===== src/rtl/mux_arbiter.sv =====
// mux_arbiter: round-robin arbiter/sequencer in front of a shared WIDTH-bit 2:1 mux.
// Grants the path to requester A or B for a burst of beats and presents the selected
// data downstream through a valid/ready handshake.
//
// Ports:
//   clk        rising-edge clock
//   rst        synchronous active-high reset
//   req_a/b    request; held high for the whole burst (drop = abandon)
//   A, B       requester data
//   last_a/b   current beat is the final beat of the burst
//   out_ready  downstream accepts a beat this cycle
//   gnt_a/b    registered grant
//   S          registered mux select (0 = A, 1 = B)
//   Y          selected data, combinational
//   out_valid  owner is still requesting
//   busy       a grant is active
module mux_arbiter #(
   parameter int unsigned WIDTH     = 2,
   parameter int unsigned MAX_BURST = 4   // legal range 1..15
) (
   input  logic             clk,
   input  logic             rst,
   input  logic             req_a,
   input  logic             req_b,
   input  logic [WIDTH-1:0] A,
   input  logic [WIDTH-1:0] B,
   input  logic             last_a,
   input  logic             last_b,
   input  logic             out_ready,
   output logic             gnt_a,
   output logic             gnt_b,
   output logic             S,
   output logic [WIDTH-1:0] Y,
   output logic             out_valid,
   output logic             busy
);

   localparam logic [3:0] MaxCnt = 4'(MAX_BURST);

   typedef enum logic [1:0] {StIdle, StGrantA, StGrantB} state_e;

   state_e     state_q, state_d;
   logic       s_q, s_d;
   logic [3:0] cnt_q, cnt_d;
   logic       ptr_b_q, ptr_b_d;   // 1 = B was served last, so A wins the next tie
   logic       gnt_a_q, gnt_a_d;
   logic       gnt_b_q, gnt_b_d;

   logic       is_a;
   logic       own_req;
   logic       own_last;
   logic       oth_req;
   logic       burst_end;
   logic [3:0] cnt_inc;

   // Owner-relative view so both grant states share one piece of logic.
   assign is_a     = (state_q == StGrantA);
   assign own_req  = is_a ? req_a  : req_b;
   assign own_last = is_a ? last_a : last_b;
   assign oth_req  = is_a ? req_b  : req_a;
   assign cnt_inc  = cnt_q + 4'd1;

   always_comb begin
      state_d   = state_q;
      s_d       = s_q;
      cnt_d     = cnt_q;
      ptr_b_d   = ptr_b_q;
      burst_end = 1'b0;

      case (state_q)
         StIdle: begin
            if (req_a && (!req_b || ptr_b_q)) begin
               state_d = StGrantA;
               s_d     = 1'b0;
            end else if (req_b) begin
               state_d = StGrantB;
               s_d     = 1'b1;
            end
         end
         StGrantA, StGrantB: begin
            if (!own_req) begin
               // Abandon: no beat, last is ignored.
               burst_end = 1'b1;
            end else if (out_ready) begin
               cnt_d = cnt_inc;
               if (own_last || (cnt_inc == MaxCnt)) begin
                  burst_end = 1'b1;
               end
            end

            if (burst_end) begin
               cnt_d   = 4'd0;
               ptr_b_d = !is_a;
               if (oth_req) begin
                  // Direct handoff, no idle bubble.
                  state_d = is_a ? StGrantB : StGrantA;
                  s_d     = is_a;
               end else begin
                  state_d = StIdle;
               end
            end
         end
         default: begin
            state_d = StIdle;
         end
      endcase

      gnt_a_d = (state_d == StGrantA);
      gnt_b_d = (state_d == StGrantB);
   end

   always_ff @(posedge clk) begin
      if (rst) begin
         state_q <= StIdle;
         s_q     <= 1'b0;
         cnt_q   <= 4'd0;
         ptr_b_q <= 1'b1;
         gnt_a_q <= 1'b0;
         gnt_b_q <= 1'b0;
      end else begin
         state_q <= state_d;
         s_q     <= s_d;
         cnt_q   <= cnt_d;
         ptr_b_q <= ptr_b_d;
         gnt_a_q <= gnt_a_d;
         gnt_b_q <= gnt_b_d;
      end
   end

   assign gnt_a     = gnt_a_q;
   assign gnt_b     = gnt_b_q;
   assign S         = s_q;
   assign Y         = s_q ? B : A;
   assign out_valid = (gnt_a_q & req_a) | (gnt_b_q & req_b);
   assign busy      = gnt_a_q | gnt_b_q;

endmodule


===== config.mk =====
export PLATFORM = sky130hd
export DESIGN_NAME = mux_arbiter
export DESIGN_NICKNAME = d
export VERILOG_FILES = /design/src/rtl/mux_arbiter.sv
export SDC_FILE = /design/constraint.sdc
export NUM_CORES = 1
export LEC_CHECK = 0
export CAP_MARGIN = 20
export CORE_MARGIN = 8
export CORE_UTILIZATION = 40
export CTS_BUF_LIST = sky130_fd_sc_hd__clkbuf_8
export CTS_CLUSTER_DIAMETER = 50
export DETAILED_ROUTE_END_ITERATION = 6
export PLACE_DENSITY = 0.77
export SYNTH_ARGS = -nofsm -noshare
export SYNTH_HDL_FRONTEND = slang
export SYNTH_SLANG_ARGS = --single-unit

===== constraint.sdc =====
create_clock -name clk -period 2 [get_ports clk]
set_input_delay 0.5 -clock clk [delete_from_list [all_inputs] [get_ports clk]]
set_output_delay 0.5 -clock clk [all_outputs]
set_load 0.05 [all_outputs]

# Yosys cells after proc, flatten, opt, wreduce, memory -nomap -nowiden
# Cells that the tools add are included.
[totals] reg_bits=10 input_bits=11 out_inout_bits=7 elab_cells=54
[classes] muxes=22 bitwise_logic=4 eq_ne=8 n_reduce_logical=13 n_addsub=1
[op_table] cell="$mux W2" n=6
[op_table] cell="$mux W4" n=3
[op_table] cell="$mux W1" n=11
[op_table] cell="$reduce_bool A2 Y1" n=3
[op_table] cell="$add A4 B1 Y4 const B" n=1
[op_table] cell="$eq A2 B1 Y1 const B" n=2
[op_table] cell="$eq A2 B2 Y1 const B" n=2
[op_table] cell="$eq A4 B3 Y1 const B" n=1
[op_table] cell="$ne A2 B2 Y1 const B" n=2
[op_table] cell="$pmux W2 S2" n=1
[op_table] cell="$reduce_and A4 Y1" n=1
[op_table] cell="$ne A3 B3 Y1 const B" n=1
[op_table] cell="$reduce_and A3 Y1" n=1
[op_table] cell="$and A1 B1 Y1" n=2
[op_table] cell="$logic_not A1 Y1" n=2
[op_table] cell="$logic_not A2 Y1" n=1
[op_table] cell="$logic_or A1 B1 Y1" n=2
[op_table] cell="$or A1 B1 Y1" n=2
[op_table] cell="$pmux W1 S2" n=1
[op_table] cell="$reduce_and A2 Y1" n=1
[op_table] cell="$reduce_or A2 Y1" n=1
[op_table] cell="$logic_and A1 B1 Y1" n=1

# Depth between registers and ports, before layout
[depth] word_depth=10 mapped_depth=8 mapped_depth_nobuf=7

# Least setup slack after synthesis
# OpenSTA, ideal clock, no wires.
[synth_path] path_kind="register to register" from="register state_q[1]" to="register s_q (netlist: S)" period_less_slack_ps=1826 path_buffers=1 setup_time_ps=72 required_time_ps=1928 path_stages_with_launch=9 arrival_ps=1754 setup_slack_ps=174 path_cell_list="dfxtp_1 -> inv_1 -> ha_1 -> buf_6 -> mux2i_1 -> o21ai_2 -> nand2b_1 -> a2111oi_2 -> mux2i_1"
[synth_between] elab_chain_cells=9 elab_cells_between_ends=20 classes_between="eq/ne: 5; mux: 10; reduce/logical: 5"
[synth_rtl] element="from (decl)" line="42" rtl="state_e state_q, state_d;"
[synth_rtl] element="from (signal assigned)" line="114" rtl="state_q <= StIdle;"
[synth_rtl] element="from (signal assigned)" line="121" rtl="state_q <= state_d;"
[synth_rtl] element="$eq A2 B1 Y1" line="57, 70"
[synth_rtl] element="$mux W1" line="59" rtl="assign own_last = is_a ? last_a : last_b;"
[synth_rtl] element="$logic_or A1 B1 Y1" line="86" rtl="if (own_last || (cnt_inc == MaxCnt)) begin"
[synth_rtl] element="$mux W1" line="86"
[synth_rtl] element="$mux W1" line="84" rtl="end else if (out_ready) begin"
[synth_rtl] element="$mux W1" line="81" rtl="if (!own_req) begin"
[synth_rtl] element="$mux W1" line="70" rtl="case (state_q)"
[synth_rtl] element="$ne A2 B2 Y1 (no line)"
[synth_rtl] element="$reduce_and A4 Y1 (no line)"
[synth_rtl] element="to (signal assigned)" line="115" rtl="s_q <= 1'b0;"
[synth_rtl] element="to (signal assigned)" line="122" rtl="s_q <= s_d;"
[synth_rtl] element="to (decl)" line="43" rtl="logic s_q, s_d;"
# Several ways; a longest one is shown, not always the timed one. The select of a mux whose other input is x is not followed.
# A chain may end at the register's enable or synchronous reset.

# Final worst setup path
[layout_path] from="input req_b" to="output out_valid"
[layout_between] elab_chain_cells=2
[layout_rtl] element="from (decl)" line="24" rtl="input logic req_b,"
[layout_rtl] element="$and A1 B1 Y1" line="134" rtl="assign out_valid = (gnt_a_q & req_a) | (gnt_b_q & req_b);"
[layout_rtl] element="$or A1 B1 Y1" line="134"
[layout_rtl] element="to (decl)" line="34" rtl="output logic out_valid,"
# No other way between the ends.

==> flow_metrics.tcl <==
set metrics [dict create \
    clk_pin_slew_worst_paths_ns 0.05 \
    grt_pass1_vias 693 \
    yosys.area.top_type "dfxtp_1" \
    period_share_pct 98.91 \
    grt_max_degree 12 \
    ys_types 35 \
    period_needed_ns 1.978 \
    arrival_ns 1.48 \
    synth_top_area_share_pct 25.20 \
    grt-ovfl-total 0 \
    drc 0 \
    viasPerCell 5.270 \
    synth_edf_count 0 \
    cts_root_buffer "clkbuf_8" \
    clock_latency_ns 0.24 \
    max_stage_delay_ns 0.46 \
    place_area_mm2 0.001046 \
    nets 131 \
    io_pins 18 \
    netSwitchingFraction_pct 42.10 \
    core_mm2 0.001922 \
    die_y_um 60.57 \
    fillers 166 \
    cts_buffers 3 \
    syn_avg_cell_area_um2 9.239 \
    ys_seq_elements 10 \
    rrSetupSlack_ns 0.05 \
    hold_class "flip-flop to flip-flop" \
    async_reset_ff_share_pct 0 \
    required_ns 1.50 \
    synth-adder-area-share_pct 6.299 \
    cts_tree "built" \
    top_usage_layer "met2" \
    layout_commonest_cell "buf_4" \
    num_antenna_cells 0 \
    clkSinkCount 10 \
    status "complete, no violations" \
    p_clk_share_pct 18.8 \
    io_buffers 17 \
    antenna_found_initial 0 \
    min-delay-start "ptr_b_q$_SDFFE_PP1P_" \
    use_met3_pct 2.542 \
    syn_inst 86 \
    relSlewSlack_pct 77.92 \
    die_w_um 60.57 \
    drt_iter0_markers 14 \
    cts_buffer_depth 2 \
    gp_congestion 0.7595 \
    worst-path-max-fanout 6 \
    synthXorXnorAreaFrac_pct 0 \
    crit_start "req_b" \
    initial_core_util_pct 41.34 \
    routed_wl_um 1957 \
    syn_nets 101 \
    dr_total_vias 743 \
    die_area_mm2 0.003668 \
    setup_violations 0 \
    synth_compound_area_share_pct 23.31 \
    netlist_area_um2 794.5 \
    hold_viol 0 \
    timing.fmax_mhz 505.5 \
    grtUsageMet2_pct 16.74 \
    dp_hpwl_um 1509 \
    rsz0062_at_grt "yes" \
    vdd_ir_drop_max_uv 657.8 \
    synth_top_family_by_area "simple AND/OR/NAND/NOR gates" \
    fin_tns_setup_ns 0 \
    final_cells 141 \
    power_density_mw_per_mm2 1011 \
    htreeDepth 1 \
    finClkSkew_ns 0.009767 \
    yosysSeqAreaShare_pct 25.20 \
    seq_power_share_pct 23.3 \
    crit_type "input pin to output pin" \
    worst_setup_path_start_kind "input pin" \
    max_slew.worst_pin.slew_ns 0.3278 \
    grtUsageTotal_pct 10.88 \
    p_int_w 0.0006567 \
    synthFlopType "dfxtp_1" \
    cp-end-kind "output pin" \
    synth_mux_area_share_pct 6.614 \
    final_cell_mix "buf_4, dfxtp_1, clkdlybuf4s50_1" \
    synth_warnings 0 \
    syn_to_final_growth_pct 41.26 \
    p_leak_nw 0.4532 \
    drt_first_pass_iters 4 \
    grt_pass1_wl_um 3008 \
    drive_gt1_share_pct 36.84 \
    met1_usage_pct 12.47 \
    wl_per_cell_um 13.88 \
    final_max_slew_viol_count 0 \
    fp-row-count 16 \
    p_comb_share_pct 57.8 \
    p_sw_w 0.0004776 \
    yosys-top-cells-area "dfxtp_1, ha_1, nor4b_4, a21oi_1, buf_6" \
    crit_chain "clkdlybuf4s50_1 > buf_6 > a22o_1 > buf_12" \
    slowest_stage "clkdlybuf4s50_1" \
    total_power_w 0.001134 \
    synth-simple-area-share_pct 29.76 \
    ctsHoldBuffers 0 \
    dp.cells 136 \
    final_area_mm2 0.001122 \
    r2r-start "cnt_q[1]$_SDFFE_PP0P_" \
    ant_nets 0 \
    cap_violations 0 \
]
metal layers:
| metal | up-vias | share of wire (%) |
|---|---|---|
| met5 | - | 0 |
| met1 | 344 | 46 |
| met3 | 5 | 4.7 |
| met4 | 0 | 3.1 |
| met2 | 23 | 46 |
| li1 | 371 | - |
cell families (layout without fill, tap and decap cells):
group	Yosys count	in the layout
buf+inv	10	38
fa+ha+maj	4	4
mux	5	5
compound gates	24	24
flops	10	10
simple gates	33	33
critical path: cells and delay by family:
| kind | cells | cell delay [ns] |
|---|---|---|
| compound gates | 1 | 0.21 |
| buf+inv | 3 | 0.77 |
final cells by class:
| cell class | count | area [um2] | area share [%] |
|---|---|---|---|
| Multi-Input combinational cell | 66 | 536.8 | 47.83 |
| Timing Repair Buffer | 29 | 286.5 | 25.53 |
| Sequential cell | 10 | 201.4 | 17.95 |
| Clock buffer | 3 | 41.29 | 3.679 |
| Tap cell | 27 | 33.78 | 3.010 |
| Inverter | 6 | 22.52 | 2.007 |
worst paths after layout:
check	end	depth (start not counted)
worst max register to register	gnt_b$_SDFF_PP0_	6
worst max-delay path	out_valid	4
worst min-delay path	ptr_b_q$_SDFFE_PP1P_	2
worst min register to register	ptr_b_q$_SDFFE_PP1P_	2
synthesized netlist by cell type, types with 2 or more instances:
master,n
a211oi_2,2
a21oi_1,8
buf_6,3
dfxtp_1,10
ha_1,4
inv_1,6
mux2_2,2
mux2i_1,3
nand2_1,5
nand3_1,2
nor2_1,8
nor2b_1,2
nor3_1,3
nor4b_2,2
nor4b_4,2
o21ai_0,4
o21ai_2,2
power by group through the flow:
| stage | logic, W | clock network [W] | registers (W) |
|---|---|---|---|
| floorplan | 0.000383 | 0 | 0.000313 |
| global placement | 0.000630 | 0 | 0.000263 |
| detailed placement | 0.000642 | 0 | 0.000267 |
| CTS | 0.000646 | 0.000212 | 0.000263 |
| global route | 0.000693 | 0.000222 | 0.000268 |
| finish | 0.000656 | 0.000214 | 0.000264 |
per-stage QoR:
step / setup slack [ns] / util, % / hold slack (ns)
detailed placement: -0.1261 / 54.43 / 0.5047
global route: -0.06403 / 58.40 / 0.5361
CTS: 0.007302 / 56.90 / 0.5128
global placement: -0.1052 / 54.43 / 0.4907
floorplan: 0.1743 / - / 0.4682
finish: 0.02183 / 58.40 / 0.5104
sequential cells by signal, summed over array words and instances, names as in the netlist:
signal	cells
state_q	2
ptr_b_q	1
gnt_a	1
gnt_b	1
cnt_q	4
S	1
repair_timing:
item	in CTS	in global routing
setup endpoints to repair	1	3
gates resized for setup	3	6
pin swaps	0	2
setup buffers	0	2
Power figures use the tool's default switching activity.
==> variant 1: new RTL, config.mk and constraints unchanged <==
Encoding of `state_e`: now one-hot (3 bits for 3 states).
--- a/src/rtl/mux_arbiter.sv
+++ b/src/rtl/mux_arbiter.sv
@@ -37,7 +37,7 @@
 
    localparam logic [3:0] MaxCnt = 4'(MAX_BURST);
 
-   typedef enum logic [1:0] {StIdle, StGrantA, StGrantB} state_e;
+   typedef enum logic [2:0] {StIdle = 3'b001, StGrantA = 3'b010, StGrantB = 3'b100} state_e;
 
    state_e     state_q, state_d;
    logic       s_q, s_d;
Formal check against the unedited RTL: no difference found for any inputs over 10 cycles, from zero or initial values and one cycle with rst high; not proved beyond that.
==> variant 1 against the unedited design <==
  * Area after synthesis down 13%
  * Sequential cell count up 1
  * Utilization up 3.6 points
  * Global-route usage up 1.1 points
  * Power down 17%
  * Setup slack better by 0.062 ns
  * Critical path depth up 2
  * Cell area down 7.7%
  * Wire length down 5.0%
  * Largest cell class unchanged
  * Largest power group unchanged
==> variant 1: results (changes against the unedited design) <==
\begin{tabular}{lr}
\hline
Metric & Value \\
\hline
\multicolumn{2}{l}{\textbf{Worst setup path}} \\
\quad Crit-path max FO & 3 (-3) \\
\quad R2r endpoint & state\_q[1] \\
\quad Register-to-Register Path Depth & 5 (-1) \\
\quad Start of the worst register-to-register path & state\_q[1] \\
\quad Data arrival at the endpoint of the critical path & 2.07 ns (+0.59 ns) \\
\multicolumn{2}{l}{\textbf{Hold path}} \\
\quad HP Start & cnt\_q[1] \\
\quad Worst min-delay path endpoint & cnt\_q[1] \\
\multicolumn{2}{l}{\textbf{Global route}} \\
\quad Maximum number of pins on one net before global-route repair & 13 (+1) \\
\quad Global-route met1 utilization & 12.3\% (-0.16 points) \\
\multicolumn{2}{l}{\textbf{Placed design}} \\
\quad Minimum setup slack after placement & -0.252 ns (-0.126 ns) \\
\quad HPWL after detailed placement & 1.46 mm (-3.5\%) \\
\multicolumn{2}{l}{\textbf{Synth}} \\
\quad Post-synthesis share of cell area spent on full adders, half adders and majority gates & 1.81\% (-4.5 points) \\
\quad Top cell types by occurrence after synthesis & 11 x dfxtp\_1, 9 x a21oi\_1, 7 x nor2\_1, 5 x nand2\_1, 5 x nor2b\_1 \\
\quad Sequential element share of the synthesized area & 31.8\% (+6.6 points) \\
\quad Compound-gate portion of the synthesized area & 22.9\% (-0.38 points) \\
\quad Net count of the mapped netlist & 96 (-5.0\%) \\
\multicolumn{2}{l}{\textbf{STA}} \\
\quad Tightest hold margin & 0.476 ns (-0.0340 ns) \\
\quad Relative slew slack & 81.7\% (+3.8 points) \\
\quad Fin Clk Skew & 0.00314 ns (-0.00663 ns) \\
\multicolumn{2}{l}{\textbf{Layout}} \\
\quad Final-stage net count & 126 (-3.8\%) \\
\quad Number of fill cells & 157 (-5.4\%) \\
\multicolumn{2}{l}{\textbf{Outcome}} \\
\quad Result of the run & completed \\
\multicolumn{2}{l}{\textbf{Drt}} \\
\quad Ratio of routed vias to standard cells & 5.60 (+6.3\%) \\
\quad Violation count after the first detailed-route iteration & 11 (-3) \\
\quad Detail Route met2 WL & 898 um (-1.1\%) \\
\hline
\end{tabular}
## variant 1: layout make-up
type,count,share of cell area [%]
multi-input combinational,68,44.7
clock buffer,3,3.99
clock inverter,1,0.362
sequential,11,21.5
tap,17,2.05
timing repair buffer,28,26.7
inverter,2,0.725
## variant 1: critical path: stages
cell and delay, ns:
clkdlybuf4s50_1 0.45, inv_1 0.04, o221ai_2 0.21, a21oi_1 0.13
or4b_1 0.54, a21oi_1 0.18
## variant 1: worst max-delay path by stage
stage	startpoint	endpoint	slack, ns	depth (start not counted)
after floorplan	req_a	cnt_q[3]	0.02	7
after global placement	req_b	cnt_q[3]	-0.20	6
after detailed placement	req_b	cnt_q[3]	-0.25	6
after CTS	state_q[1]	state_q[1]	0.01	5
after global routing	last_b	state_q[1]	0.009	6
final	last_b	state_q[1]	0.08	6
## variant 1: timing repair
item | 4_1_cts | 5_1_grt
pin swaps | 0 | 1
gates resized for setup | 1 | 7
endpoints found under the setup margin | 1 | 5
==> variant 2: new RTL, same settings <==
Without the edit above. Change the parameter `WIDTH` from 2 to 4. Comments in the files are not updated.
--- a/src/rtl/mux_arbiter.sv
+++ b/src/rtl/mux_arbiter.sv
@@ -15,7 +15,7 @@
 //   out_valid  owner is still requesting
 //   busy       a grant is active
 module mux_arbiter #(
-   parameter int unsigned WIDTH     = 2,
+   parameter int unsigned WIDTH     = 4,
    parameter int unsigned MAX_BURST = 4   // legal range 1..15
 ) (
    input  logic             clk,
Interface: changed (resized A, B and Y); port bits go from 18 to 24. No check against the original RTL was run, so the function may have changed too.
==> variant 2 against the unedited design <==
  * Wire length grew 2.0%
  * Sequential cell count is the same
  * Power grew 6.4%
  * Clock skew shrank 0.0052 ns
  * Cell area grew 3.3%
  * Area after synthesis shrank 2.5%
  * Setup slack gained 0.10 ns
  * Worst hold slack gained 0.011 ns
  * Highest routed layer unchanged
==> variant 2: results (changes against the unedited design) <==
\begin{tabular}{lr}
\hline
Metric & Value \\
\hline
\multicolumn{2}{l}{\textbf{Outcome}} \\
\quad Result of the run & completed \\
\multicolumn{2}{l}{\textbf{Clock tree}} \\
\quad Buffer type at the clock tree root & clkbuf\_8 \\
\multicolumn{2}{l}{\textbf{Layout}} \\
\quad Fraction of final layout cells with drive strength greater than 1 & 27.5\% (-9.3 points) \\
\quad Final-stage net count & 140 (+6.9\%) \\
\multicolumn{2}{l}{\textbf{Worst setup path}} \\
\quad Crit-path max FO & 5 (-1) \\
\quad Data arrival at the endpoint of the critical path & 2.03 ns (+0.55 ns) \\
\multicolumn{2}{l}{\textbf{Placed design}} \\
\quad Global placer's final weighted congestion & 0.816 (+7.4\%) \\
\quad Minimum setup slack after placement & -0.105 ns (+0.0212 ns) \\
\quad Area post-placement & 1090 um\^{}2 (+4.1\%) \\
\quad HPWL after detailed placement & 1.67 mm (+10\%) \\
\quad Count of input and output buffers & 23 (+6) \\
\multicolumn{2}{l}{\textbf{Drt}} \\
\quad Overall routed net length & 2.00 mm (+2.0\%) \\
\quad Routed vias & 787 (+5.9\%) \\
\quad Violation count after the first detailed-route iteration & 23 (+9) \\
\quad Ratio of routed vias to standard cells & 5.35 (+1.6\%) \\
\multicolumn{2}{l}{\textbf{Synth}} \\
\quad Synthesized area per cell & 8.42 um\^{}2 (-8.9\%) \\
\quad Sequential element share of the synthesized area & 25.8\% (+0.65 points) \\
\quad Yosys warning count & 0 (unchanged) \\
\quad Top cell types by occurrence after synthesis & 10 x dfxtp\_1, 9 x nor2\_1, 7 x a21oi\_1, 6 x inv\_1, 6 x o21ai\_0 \\
\quad Net count of the mapped netlist & 111 (+9.9\%) \\
\quad Dominant cells by area after synthesis & dfxtp\_1 26\%, ha\_1 6.5\%, mux2\_2 5.8\% \\
\quad Number of different library cells in the post-synthesis netlist & 38 (+8.6\%) \\
\multicolumn{2}{l}{\textbf{STA}} \\
\quad Worst-margin pin slew & 0.435 ns (+0.107 ns) \\
\quad Fin Clk Skew & 0.00456 ns (-0.00521 ns) \\
\multicolumn{2}{l}{\textbf{Power}} \\
\quad Leakage & 0.474 nW (+4.5\%) \\
\quad VDD IR-drop max & 0.552 mV (-16\%) \\
\multicolumn{2}{l}{\textbf{Global route}} \\
\quad Global-route wire length before repair & 3.28 mm (+8.9\%) \\
\quad Initial antenna violation count & 0 (unchanged) \\
\quad Overall track demand over capacity in global routing & 11.9\% (+1.0 points) \\
\hline
\end{tabular}
## variant 2: cell types whose count changed after synthesis, sizes merged, moves of 2 or more
cell,unedited run,this run
mux2,2,5
mux2i,3,1
nor4,0,2
nor4b,4,2
o21a,0,2
o21ai,7,9
## variant 2: area by class of cell
cell class,count,area (um^2)
Inverter,6,22.5
Timing Repair Buffer,28,317
Tap cell,27,33.8
Clock buffer,4,55.1
Multi-Input combinational cell,72,532
Sequential cell,10,200
Fill cell,164,742
## variant 2: power by group
part	switching (mW)	leakage (nW)	internal, mW
Clock	0.0853	0.0288	0.173
Sequential	0.0332	0.0816	0.232
Combinational	0.381	0.363	0.302
## variant 2: cell families after synthesis
| logic type | synth area share, % |
|---|---|
| and+or+nand+nor | 26.3 |
| AOI/OAI and AO/OA | 25.8 |
| buffers and inverters | 6.46 |
| DFF | 25.8 |
| muxes | 9.05 |
| adders and majority gates | 6.46 |
## variant 2: path summary, 6_finish.rpt
| check | from | endpoint | slack, ns | cells after the start |
|---|---|---|---|---|
| setup / recovery | state_q[1] | gnt_b | 0.12 | 7 |
| hold / removal | cnt_q[2] | cnt_q[2] | 0.52 | 2 |
| setup reg to reg | state_q[1] | gnt_b | 0.12 | 7 |
| hold reg to reg | cnt_q[2] | cnt_q[2] | 0.52 | 2 |
## variant 2: worst max-delay path, cell delays in order, from the launching register on
cell,delay (ns)
dfxtp_1,0.30
inv_1,0.12
ha_2,0.25
mux2_4,0.33
o21ai_2,0.14
a211oi_1,0.10
a211oi_2,0.30
nor4b_2,0.24
## variant 2: repair_timing
action,4_1_cts,5_1_grt
endpoints found under the hold margin,0,0
gates resized for setup,2,4
setup buffers,0,0
setup endpoints to repair,1,9
## variant 2: metal layers
metal	wire (um)	track usage [%]
met5	0	0
met4	36	7.48
met3	184	3.66
met2	1020	22.0
met1	761	11.0
